<file path="src/rtl/mips_mc_pkg.sv">
// Shared definitions for the multicycle MIPS datapath: widths, next-PC select
// encodings, memory-transaction state encodings and the latched request bundle.
package mips_mc_pkg;

  localparam int DATA_W   = 32;
  localparam int OPCODE_W = 6;

  localparam logic [1:0] PC_SRC_ALU    = 2'b00;
  localparam logic [1:0] PC_SRC_ALUOUT = 2'b01;
  localparam logic [1:0] PC_SRC_JUMP   = 2'b10;
  localparam logic [1:0] PC_SRC_HOLD   = 2'b11;

  typedef logic [1:0] txn_state_t;

  localparam txn_state_t ST_IDLE = 2'd0;
  localparam txn_state_t ST_BUSY = 2'd1;
  localparam txn_state_t ST_ERR  = 2'd2;

  typedef struct packed {
    logic              we;
    logic [DATA_W-1:0] addr;
    logic [DATA_W-1:0] wdata;
    logic              irLoad;
  } txn_req_t;

endpackage

</file>
<file path="src/rtl/mem_fetch_unit_if.sv">
// Memory bus between the fetch unit (master) and the memory (slave); mem_ack
// is a single-cycle completion pulse and mem_rdata is valid alongside it.
interface mem_fetch_unit_if;

  logic                            mem_req;
  logic                            mem_we;
  logic [mips_mc_pkg::DATA_W-1:0]  mem_addr;
  logic [mips_mc_pkg::DATA_W-1:0]  mem_wdata;
  logic [mips_mc_pkg::DATA_W-1:0]  mem_rdata;
  logic                            mem_ack;

  modport master (
    output mem_req,
    output mem_we,
    output mem_addr,
    output mem_wdata,
    input  mem_rdata,
    input  mem_ack
  );

  modport slave (
    input  mem_req,
    input  mem_we,
    input  mem_addr,
    input  mem_wdata,
    output mem_rdata,
    output mem_ack
  );

endinterface

</file>
<file path="src/rtl/mem_txn_fsm.sv">
// Memory request sequencer: latches one access in IDLE, holds the bus request
// in BUSY until ack or timeout, and parks in ERR until reset.
module mem_txn_fsm
  import mips_mc_pkg::*;
#(
  parameter logic [7:0] ACK_TIMEOUT = 8'd255
) (
  input  logic                  clk,
  input  logic                  rst_n,
  input  logic                  start_i,
  input  txn_req_t              req_i,
  mem_fetch_unit_if.master      bus,
  output logic                  stall_o,
  output logic                  readDone_o,
  output logic                  irLoad_o,
  output logic                  busErr_o
);

  txn_state_t        state_q, state_d;
  logic [7:0]        count_q, count_d;
  logic [8:0]        countNext;
  logic              req_q, req_d;
  logic              we_q, we_d;
  logic              irLoad_q, irLoad_d;
  logic              busErr_q, busErr_d;
  logic [DATA_W-1:0] addr_q, addr_d;
  logic [DATA_W-1:0] wdata_q, wdata_d;

  // A ninth bit keeps the timeout compare exact even at ACK_TIMEOUT = 255.
  assign countNext = {1'b0, count_q} + 9'd1;

  always_comb begin
    state_d  = state_q;
    count_d  = count_q;
    req_d    = req_q;
    we_d     = we_q;
    irLoad_d = irLoad_q;
    busErr_d = busErr_q;
    addr_d   = addr_q;
    wdata_d  = wdata_q;
    case (state_q)
      ST_IDLE: begin
        if (start_i) begin
          state_d  = ST_BUSY;
          req_d    = 1'b1;
          we_d     = req_i.we;
          addr_d   = req_i.addr;
          wdata_d  = req_i.wdata;
          irLoad_d = req_i.irLoad;
          count_d  = 8'd0;
        end
      end
      ST_BUSY: begin
        if (bus.mem_ack) begin
          state_d = ST_IDLE;
          req_d   = 1'b0;
        end else if (countNext == {1'b0, ACK_TIMEOUT}) begin
          state_d  = ST_ERR;
          req_d    = 1'b0;
          busErr_d = 1'b1;
          count_d  = countNext[7:0];
        end else begin
          count_d = countNext[7:0];
        end
      end
      ST_ERR: begin
        req_d = 1'b0;
      end
      default: begin
        state_d = ST_IDLE;
        req_d   = 1'b0;
      end
    endcase
  end

  always_ff @(posedge clk or negedge rst_n) begin
    if (!rst_n) begin
      state_q  <= ST_IDLE;
      count_q  <= 8'd0;
      req_q    <= 1'b0;
      we_q     <= 1'b0;
      irLoad_q <= 1'b0;
      busErr_q <= 1'b0;
      addr_q   <= '0;
      wdata_q  <= '0;
    end else begin
      state_q  <= state_d;
      count_q  <= count_d;
      req_q    <= req_d;
      we_q     <= we_d;
      irLoad_q <= irLoad_d;
      busErr_q <= busErr_d;
      addr_q   <= addr_d;
      wdata_q  <= wdata_d;
    end
  end

  // Stall drops in the ack cycle so the control FSM advances on the same edge.
  assign stall_o    = ((state_q == ST_IDLE) && start_i)
                    || ((state_q == ST_BUSY) && !bus.mem_ack)
                    || (state_q == ST_ERR);
  assign readDone_o = (state_q == ST_BUSY) && bus.mem_ack && !we_q;
  assign irLoad_o   = irLoad_q;
  assign busErr_o   = busErr_q;

  assign bus.mem_req   = req_q;
  assign bus.mem_we    = we_q;
  assign bus.mem_addr  = addr_q;
  assign bus.mem_wdata = wdata_q;

endmodule

</file>
<file path="src/rtl/mem_fetch_unit.sv">
// Multicycle MIPS fetch/memory unit: PC register with next-PC select, IR/MDR
// capture, and a memory transaction sequencer that stalls the control FSM.
module mem_fetch_unit
  import mips_mc_pkg::*;
#(
  parameter logic [31:0] RESET_PC    = 32'h0000_0000,
  parameter logic [7:0]  ACK_TIMEOUT = 8'd255
) (
  input  logic                clk,
  input  logic                rst_n,
  input  logic                ctl_pc_write,
  input  logic                ctl_pc_write_cond,
  input  logic                ctl_iord,
  input  logic                ctl_mem_read,
  input  logic                ctl_mem_write,
  input  logic                ctl_ir_write,
  input  logic [1:0]          ctl_pc_source,
  input  logic                alu_zero,
  input  logic [DATA_W-1:0]   alu_result,
  input  logic [DATA_W-1:0]   alu_out,
  input  logic [DATA_W-1:0]   b_reg,
  mem_fetch_unit_if.master    mem,
  output logic [DATA_W-1:0]   pc,
  output logic [DATA_W-1:0]   ir,
  output logic [DATA_W-1:0]   mdr,
  output logic [OPCODE_W-1:0] opcode,
  output logic                stall,
  output logic                bus_err
);

  logic [DATA_W-1:0] pc_q, pc_d;
  logic [DATA_W-1:0] ir_q, ir_d;
  logic [DATA_W-1:0] mdr_q, mdr_d;
  logic              txnStart;
  txn_req_t          txnReq;
  logic              txnStall;
  logic              readDone;
  logic              irLoad;
  logic              busErr;
  logic              pcEn;

  // A write wins over a simultaneous read: only the write is issued.
  assign txnStart      = ctl_mem_read || ctl_mem_write;
  assign txnReq.we     = ctl_mem_write;
  assign txnReq.addr   = ctl_iord ? alu_out : pc_q;
  assign txnReq.wdata  = b_reg;
  assign txnReq.irLoad = ctl_ir_write;

  mem_txn_fsm #(
    .ACK_TIMEOUT (ACK_TIMEOUT)
  ) u_txn (
    .clk        (clk),
    .rst_n      (rst_n),
    .start_i    (txnStart),
    .req_i      (txnReq),
    .bus        (mem),
    .stall_o    (txnStall),
    .readDone_o (readDone),
    .irLoad_o   (irLoad),
    .busErr_o   (busErr)
  );

  assign pcEn = (ctl_pc_write || (ctl_pc_write_cond && alu_zero)) && !txnStall;

  // The jump target uses the IR value from before the edge, even if a fetch
  // lands in the IR on that same edge.
  always_comb begin
    pc_d = pc_q;
    if (pcEn) begin
      case (ctl_pc_source)
        PC_SRC_ALU:    pc_d = alu_result;
        PC_SRC_ALUOUT: pc_d = alu_out;
        PC_SRC_JUMP:   pc_d = {pc_q[31:28], ir_q[25:0], 2'b00};
        default:       pc_d = pc_q;
      endcase
    end
  end

  always_comb begin
    ir_d  = ir_q;
    mdr_d = mdr_q;
    if (readDone) begin
      mdr_d = mem.mem_rdata;
      if (irLoad) begin
        ir_d = mem.mem_rdata;
      end
    end
  end

  always_ff @(posedge clk or negedge rst_n) begin
    if (!rst_n) begin
      pc_q  <= RESET_PC;
      ir_q  <= '0;
      mdr_q <= '0;
    end else begin
      pc_q  <= pc_d;
      ir_q  <= ir_d;
      mdr_q <= mdr_d;
    end
  end

  assign pc      = pc_q;
  assign ir      = ir_q;
  assign mdr     = mdr_q;
  assign opcode  = ir_q[31:26];
  assign stall   = txnStall;
  assign bus_err = busErr;

endmodule

</file>
<file path="src/flat_wrapper.sv">
// flat-port wrapper written by rule: the top's interface ports become plain ports
module mem_fetch_unit_flat import mips_mc_pkg::*;
#(
  parameter logic [31:0] RESET_PC    = 32'h0000_0000,
  parameter logic [7:0]  ACK_TIMEOUT = 8'd255
)
  (clk, rst_n, ctl_pc_write, ctl_pc_write_cond, ctl_iord, ctl_mem_read, ctl_mem_write, ctl_ir_write, ctl_pc_source, alu_zero, alu_result, alu_out, b_reg, pc, ir, mdr, opcode, stall, bus_err, mem_mem_req, mem_mem_we, mem_mem_addr, mem_mem_wdata, mem_mem_rdata, mem_mem_ack);
  mem_fetch_unit_if mem_i ();
  input  logic clk;
  input  logic rst_n;
  input  logic ctl_pc_write;
  input  logic ctl_pc_write_cond;
  input  logic ctl_iord;
  input  logic ctl_mem_read;
  input  logic ctl_mem_write;
  input  logic ctl_ir_write;
  input  logic [1:0] ctl_pc_source;
  input  logic alu_zero;
  input  logic [DATA_W-1:0] alu_result;
  input  logic [DATA_W-1:0] alu_out;
  input  logic [DATA_W-1:0] b_reg;
  output logic [DATA_W-1:0] pc;
  output logic [DATA_W-1:0] ir;
  output logic [DATA_W-1:0] mdr;
  output logic [OPCODE_W-1:0] opcode;
  output logic stall;
  output logic bus_err;
  output wire logic [$bits(mem_i.mem_req)-1:0] mem_mem_req;
  output wire logic [$bits(mem_i.mem_we)-1:0] mem_mem_we;
  output wire logic [$bits(mem_i.mem_addr)-1:0] mem_mem_addr;
  output wire logic [$bits(mem_i.mem_wdata)-1:0] mem_mem_wdata;
  input wire logic [$bits(mem_i.mem_rdata)-1:0] mem_mem_rdata;
  input wire logic [$bits(mem_i.mem_ack)-1:0] mem_mem_ack;
  assign mem_mem_req = mem_i.mem_req;
  assign mem_mem_we = mem_i.mem_we;
  assign mem_mem_addr = mem_i.mem_addr;
  assign mem_mem_wdata = mem_i.mem_wdata;
  assign mem_i.mem_rdata = mem_mem_rdata;
  assign mem_i.mem_ack = mem_mem_ack;
  mem_fetch_unit #(.RESET_PC(RESET_PC), .ACK_TIMEOUT(ACK_TIMEOUT)) u_core (.clk(clk), .rst_n(rst_n), .ctl_pc_write(ctl_pc_write), .ctl_pc_write_cond(ctl_pc_write_cond), .ctl_iord(ctl_iord), .ctl_mem_read(ctl_mem_read), .ctl_mem_write(ctl_mem_write), .ctl_ir_write(ctl_ir_write), .ctl_pc_source(ctl_pc_source), .alu_zero(alu_zero), .alu_result(alu_result), .alu_out(alu_out), .b_reg(b_reg), .mem(mem_i), .pc(pc), .ir(ir), .mdr(mdr), .opcode(opcode), .stall(stall), .bus_err(bus_err));
endmodule
</file>
<file path="config.mk">
export PLATFORM = sky130hd
export DESIGN_NAME = mem_fetch_unit_flat
export DESIGN_NICKNAME = d
export VERILOG_FILES = /design/src/rtl/mips_mc_pkg.sv /design/src/rtl/mem_fetch_unit_if.sv /design/src/rtl/mem_txn_fsm.sv /design/src/rtl/mem_fetch_unit.sv /design/src/flat_wrapper.sv
export SDC_FILE = /design/constraint.sdc
export NUM_CORES = 1
export LEC_CHECK = 0
export ABC_CLOCK_PERIOD_IN_PS = 2700
export CAP_MARGIN = 0
export CORE_ASPECT_RATIO = 2
export CORE_MARGIN = 4
export CORE_UTILIZATION = 45
export CTS_BUF_LIST = sky130_fd_sc_hd__clkbuf_4
export CTS_CLUSTER_SIZE = 28
export DETAILED_ROUTE_END_ITERATION = 10
export PLACE_DENSITY = 0.83
export SLEW_MARGIN = 20
export SYNTH_ARGS = -nofsm -noshare
export SYNTH_HDL_FRONTEND = slang
export SYNTH_SLANG_ARGS = --single-unit
</file>
<file path="constraint.sdc">
create_clock -name clk -period 2.7 [get_ports clk]
set_input_delay 0.405 -clock clk [delete_from_list [all_inputs] [get_ports clk]]
set_output_delay 0.405 -clock clk [all_outputs]
set_load 0.03 [all_outputs]
</file>
# After elaboration in Yosys (flattened, before gate mapping)
# Cells that the tools add are included.
# word_totals
reg_bits,174
in_bits,140
out_inout_bits,170
# classes
add_sub_neg,1
eq_ne,8
mux,13
bitwise_logic,3
n_reduce_logical,26
# op_table
operator,n
32-bit case mux with 3 select lines,1
32-bit two-way mux,1
8-bit two-way mux,2
8-bit case mux with 2 select lines,1
3-bit AND reduction,4
8-bit by 1-bit adder with 9-bit output (second input constant),1
9-bit by 8-bit equality test with 1-bit output (second input constant),1
2-bit AND reduction,4
1-bit logical AND,6
2-bit two-way mux,3
2-bit case mux with 3 select lines,1
2-bit by 1-bit equality test with 1-bit output (second input constant),2
2-bit equality test (second input constant),2
2-bit logical NOT,2
1-bit logical OR,4
2-bit != test (second input constant),2
2-bit nonzero test,2
1-bit logical NOT,3
1-bit two-way mux,3
3-bit != test (second input constant),1
1-bit NOT,3
3-bit nonzero test,1
1-bit case mux with 2 select lines,1

# Logic depth before layout (Yosys ltp)
# logic_depth
ltp_word,7
mapped_depth,8
depth_no_buf,6

# By module
# Synthesis repeated with hierarchy kept, for this count alone.
# hier_totals
hier_cells,715
hier_area_um2,7836.3
# modules_own_cells
module,instances,cells_each,area_each_um2,seq_area_each_um2
mem_fetch_unit,1,358,4673.2,2402.3
mem_txn_fsm,1,357,3163.0,1951.9

# Worst setup path after synthesis
# OpenSTA, ideal clock, no wires.
# synth_timing
kind,flip-flop to flip-flop
start,register u_core.u_txn.state_q[1]
end,register u_core.pc_q[28] (netlist: u_core.pc[28])
setup_time_ps,125
arrival_time_ps,1868
required_ps,2575
slack_ps,707
stages_incl_launch_ff,6
synth_period_minus_slack_ps,1993
cell_sequence,dfrtp_1 buf_6 or3_4 a21o_2 nor4_4 mux2_2
# synth_between
elab_chain_cells,7
elab_cells_between_ends,10
classes_between,eq/ne: 2; reduce/logical: 8
# synth_lines
element,line_no,source
"start, declared",mem_txn_fsm.sv:19,"txn_state_t state_q, state_d;"
"start signal, assigned",mem_txn_fsm.sv:87,state_q <= state_d;
2-bit by 1-bit equality test with 1-bit output / 2-bit logical NOT (equally long branches),"mem_txn_fsm.sv:100, mem_txn_fsm.sv:99",
"1-bit logical AND, on equally long branches","mem_txn_fsm.sv:100, mem_txn_fsm.sv:99",
1-bit logical OR,mem_txn_fsm.sv:100,|| ((state_q == ST_BUSY) && !bus.mem_ack)
1-bit logical OR *,mem_txn_fsm.sv:101,|| (state_q == ST_ERR);
net stall,flat_wrapper.sv:26,output logic stall;
1-bit logical NOT *,mem_fetch_unit.sv:63,assign pcEn = (ctl_pc_write || (ctl_pc_write_cond && alu_zero)) && !txnStall;
1-bit logical AND *,mem_fetch_unit.sv:63,
3-bit AND reduction (no source line) *,--,
"end signal, assigned",mem_fetch_unit.sv:96,pc_q <= pc_d;
"end, declared",mem_fetch_unit.sv:31,"logic [DATA_W-1:0] pc_q, pc_d;"
# Mark *: on every way through the listed nets, which the timed path passes. The rest lies on a longest branch.
# A chain may end at the register's enable or synchronous reset.

# Worst setup path in the final report
# layout_timing
start,register u_core.u_txn.state_q[1]
end,output stall
# layout_between
elab_chain_cells,4
elab_cells_between_ends,7
classes_between,eq/ne: 2; reduce/logical: 5
# layout_lines
element,line_no
2-bit by 1-bit equality test with 1-bit output / 2-bit logical NOT (equally long branches),"mem_txn_fsm.sv:100, mem_txn_fsm.sv:99"
"1-bit logical AND, on equally long branches","mem_txn_fsm.sv:100, mem_txn_fsm.sv:99"
1-bit logical OR,mem_txn_fsm.sv:100
1-bit logical OR *,mem_txn_fsm.sv:101
"end, declared",flat_wrapper.sv:26
# Every way passes the cells marked *; elsewhere a longest branch is shown, timed or not.

==> run_summary.xml <==
<?xml version="1.0" encoding="UTF-8"?>
<metrics>
  <group name="status">
    <metric name="status" unit="">finished clean</metric>
  </group>
  <group name="final_layout">
    <metric name="syn2layout_area_growth" unit="%">47.5</metric>
    <metric name="fin_cells" unit="">1158</metric>
    <metric name="layout.nets" unit="">1086</metric>
    <metric name="final_layout_size_suffix_gt1_frac" unit="">0.171</metric>
    <metric name="final_core_util" unit="">0.681</metric>
    <metric name="layout_filler_cell_count" unit="">1214</metric>
    <metric name="finalInstanceArea" unit="mm²">0.0112</metric>
  </group>
  <group name="floorplanning">
    <metric name="core_area" unit="mm²">0.0164</metric>
    <metric name="die_area" unit="mm²">0.0191</metric>
    <metric name="initial_utilization" unit="">0.461</metric>
    <metric name="row_count" unit="">66</metric>
    <metric name="fp.dieH" unit="µm">192</metric>
    <metric name="die_w" unit="µm">99.8</metric>
    <metric name="pin_count" unit="">310</metric>
  </group>
  <group name="global_routing">
    <metric name="total_track_usage" unit="">0.246</metric>
    <metric name="grt_pass1_wl" unit="mm">35.5</metric>
    <metric name="globalRoute.totalOverflow" unit="">0</metric>
    <metric name="grt_start_max_net_pins" unit="">62</metric>
    <metric name="initial_antenna_violation_count" unit="">2</metric>
    <metric name="number_of_global_route_vias_before_repair" unit="">6458</metric>
  </group>
  <group name="worst_hold_path">
    <metric name="worst_hold_path_type" unit="">in -&gt; async</metric>
  </group>
  <group name="yosys">
    <metric name="synth_seq_area_share" unit="">0.574</metric>
    <metric name="avgSynthCellArea" unit="µm²">11.8</metric>
    <metric name="ys_types" unit="">41</metric>
    <metric name="async_reset_ff_frac" unit="">1.00</metric>
    <metric name="post_synth_edffs" unit="">0</metric>
    <metric name="synth_seq_cells" unit="">174</metric>
    <metric name="syn_nets" unit="">789</metric>
    <metric name="synth_area" unit="mm²">0.00758</metric>
    <metric name="yosys_warnings" unit="">0</metric>
    <metric name="synthesis.instances" unit="">643</metric>
    <metric name="dominantRegCellSynth" unit="">dfrtp_1</metric>
  </group>
  <group name="timing">
    <metric name="slew_violations" unit="">0</metric>
    <metric name="final_period_minus_worst_setup_slack" unit="ns">2.54</metric>
    <metric name="finalHoldViolCount" unit="">0</metric>
    <metric name="hold_slack" unit="ns">0.305</metric>
    <metric name="fin_worst_skew" unit="ns">0.0238</metric>
    <metric name="setup_violations" unit="">0</metric>
    <metric name="grt_setup_unrepaired" unit="">no</metric>
    <metric name="post-route-worst-setup-slack" unit="ns">0.163</metric>
    <metric name="fin_crit_sh" unit="">0.940</metric>
    <metric name="achievable-frequency" unit="GHz">0.394</metric>
    <metric name="finalSetupTns" unit="ns">0</metric>
    <metric name="max_slew_margin" unit="">0.603</metric>
    <metric name="worstMarginPinSlew" unit="ns">0.580</metric>
  </group>
  <group name="setup_path">
    <metric name="worstPathArrival" unit="ns">2.13</metric>
    <metric name="launching_element_type_of_the_critical_path" unit="">flop</metric>
    <metric name="critical_path_type" unit="">reg -&gt; out</metric>
    <metric name="cp_max_fo" unit="">8</metric>
    <metric name="crit_required" unit="ns">2.30</metric>
    <metric name="crit_path_end_kind" unit="">output port</metric>
  </group>
  <group name="power_and_ir_drop">
    <metric name="total_leakage_power" unit="nW">4.78</metric>
    <metric name="combinational_group_share_of_total_power" unit="">0.530</metric>
    <metric name="peakVddDrop" unit="µV">787</metric>
    <metric name="netSwitchingFraction" unit="">0.430</metric>
    <metric name="powerDensity" unit="mW/mm²">1130</metric>
    <metric name="power.share.sequential" unit="">0.351</metric>
    <metric name="netSwitchingPower" unit="mW">5.45</metric>
    <metric name="power.share.clock" unit="">0.119</metric>
    <metric name="total_power" unit="mW">12.7</metric>
    <metric name="internal_power" unit="mW">7.22</metric>
  </group>
  <group name="flow_run">
    <metric name="max-cap-violations" unit="">0</metric>
  </group>
  <group name="placed_design">
    <metric name="place_ws" unit="ns">0.196</metric>
    <metric name="finalWeightedCongestion" unit="">0.871</metric>
    <metric name="dp.cells" unit="">1124</metric>
    <metric name="hpwlAfterDp" unit="mm">17.8</metric>
    <metric name="io_buffer_count" unit="">309</metric>
    <metric name="place_area" unit="mm²">0.0109</metric>
  </group>
  <group name="detailed_routing">
    <metric name="route.final.wire_length" unit="mm">23.4</metric>
    <metric name="antenna_left" unit="">0</metric>
    <metric name="drcViolationCount" unit="">0</metric>
    <metric name="viasPerCell" unit="">5.32</metric>
    <metric name="drt_pre_antenna_iters" unit="">4</metric>
    <metric name="num_vias" unit="">6156</metric>
    <metric name="initial_drc_count" unit="">240</metric>
    <metric name="detail_route.wl_per_cell" unit="µm">20.2</metric>
  </group>
  <group name="cts">
    <metric name="clock_sink_count" unit="">174</metric>
    <metric name="worstSkewPairLatency" unit="ns">0.58</metric>
    <metric name="clockRootBuffer" unit="">clkbuf_4</metric>
    <metric name="htreeDepth" unit="">4</metric>
    <metric name="inserted_clock_buffers" unit="">17</metric>
    <metric name="tritoncts" unit="">built</metric>
    <metric name="worst_setup_hold_path_clk_slew" unit="ns">0.14</metric>
    <metric name="cts.path.max_buffers" unit="">2</metric>
  </group>
</metrics>
## cell usage after synthesis, drive strengths merged (3+ instances only)
cell type  instances  area [µm²]
o21ai            103         515
ha                 6        75.1
or3                3        23.8
a21o               3        23.8
nand2             94         353
mux2i             32         320
nand3              7        35.0
mux2             101        1140
a21oi              4        20.0
inv               10        37.5
clkbuf            23        86.3
nor2               5        18.8
a22oi             26         195
dfrtp            174        4350
nand4              3        18.8
buf               26         165
a31oi              3        18.8
## kinds of logic after synthesis
family                     Yosys count  synth area share
adders and majority gates            6           0.00990
xor gates and xnor gates             2           0.00231
AOI/OAI and AO/OA                  146             0.110
DFF                                174             0.574
muxes                              133             0.192
and+or+nand+nor                    123            0.0733
buffers and inverters               59            0.0381
## path summary, 6_finish.rpt
path | from | endpoint | slack (ns) | depth (start not counted)
min in group clk | b_reg[21] | u_core.u_txn.bus.mem_wdata[21]$_DFFE_PN0P_ | 0.43 | 2
max | u_core.u_txn.state_q[1]$_DFFE_PN0P_ | stall | 0.16 | 3
min reg2reg | u_core.u_txn.busErr_o$_DFFE_PN0P_ | u_core.u_txn.busErr_o$_DFFE_PN0P_ | 0.49 | 1
max reg2reg | u_core.u_txn.count_q[0]$_DFFE_PN0P_ | u_core.u_txn.bus.mem_req$_DFFE_PN0P_ | 0.62 | 5
min | rst_n | u_core.u_txn.bus.mem_wdata[16]$_DFFE_PN0P_ | 0.30 | 2
max in group asynchronous | rst_n | u_core.u_txn.bus.mem_addr[15]$_DFFE_PN0P_ | 1.71 | 3
## worst max-delay path: stages, from the launching register on
cell and delay (ns):
dfrtp_1 0.51, or3_4 0.43, a21o_2 0.24, dlygate4sd2_1 0.37
## state kept, by name, indices dropped and copies added (netlist names)
register                    cells
u_core.mdr                     32
u_core.u_txn.bus.mem_addr      32
u_core.u_txn.bus.mem_req        1
u_core.u_txn.state_q            2
u_core.u_txn.busErr_o           1
u_core.ir                      32
u_core.u_txn.irLoad_o           1
u_core.u_txn.bus.mem_we         1
u_core.u_txn.count_q            8
u_core.pc                      32
u_core.u_txn.bus.mem_wdata     32
## layout by cell type (no fill, tap or decap), types with 6 or more instances in the layout
cell type        count
a22oi_1             26
clkdlybuf4s50_1    306
buf_4               11
nand3_1              7
inv_1                9
dfrtp_1            174
o21ai_0             75
o21ai_1             28
clkbuf_4            19
mux2_2             101
mux2i_1             32
nand2_1             93
buf_12               6
## power groups by stage
| stage | logic, mW | clock network [mW] | registers (mW) |
|---|---|---|---|
| floorplan | 1.58 | 0 | 6.52 |
| global placement | 6.69 | 0 | 4.44 |
| detailed placement | 6.77 | 0 | 4.50 |
| CTS | 6.79 | 1.56 | 4.44 |
| global route | 7.04 | 1.66 | 4.59 |
| finish | 6.72 | 1.50 | 4.44 |
## metal layers
layer | vias to the layer above | routed length (µm) | share of wire | global-route usage
li1 | 2858 | - | - | -
met1 | 2983 | 8170 | 0.35 | 0.266
met2 | 243 | 12600 | 0.54 | 0.429
met3 | 70 | 1460 | 0.063 | 0.0636
met4 | 2 | 1120 | 0.048 | 0.137
met5 | - | 12 | 0.00051 | 0
## final cells by class
cell class | count | area [µm²] | area share
diodes | 1 | 2.50 | 0.000224
well taps | 204 | 255 | 0.0228
clock buffers | 19 | 143 | 0.0128
multi-input cells | 410 | 2950 | 0.264
inverters | 10 | 37.5 | 0.00336
clock inverters | 13 | 140 | 0.0125
flip-flops and latches | 174 | 4350 | 0.389
repair buffers | 327 | 3300 | 0.295
## repair_timing
action                     in CTS  in global routing
setup endpoints to repair       1                  0
hold buffers                    1                  0
buffers inserted                0                  0
hold endpoints to repair       38                  0
gates resized for setup         1                  0
No activity file was read; power rests on OpenSTA's default activity.
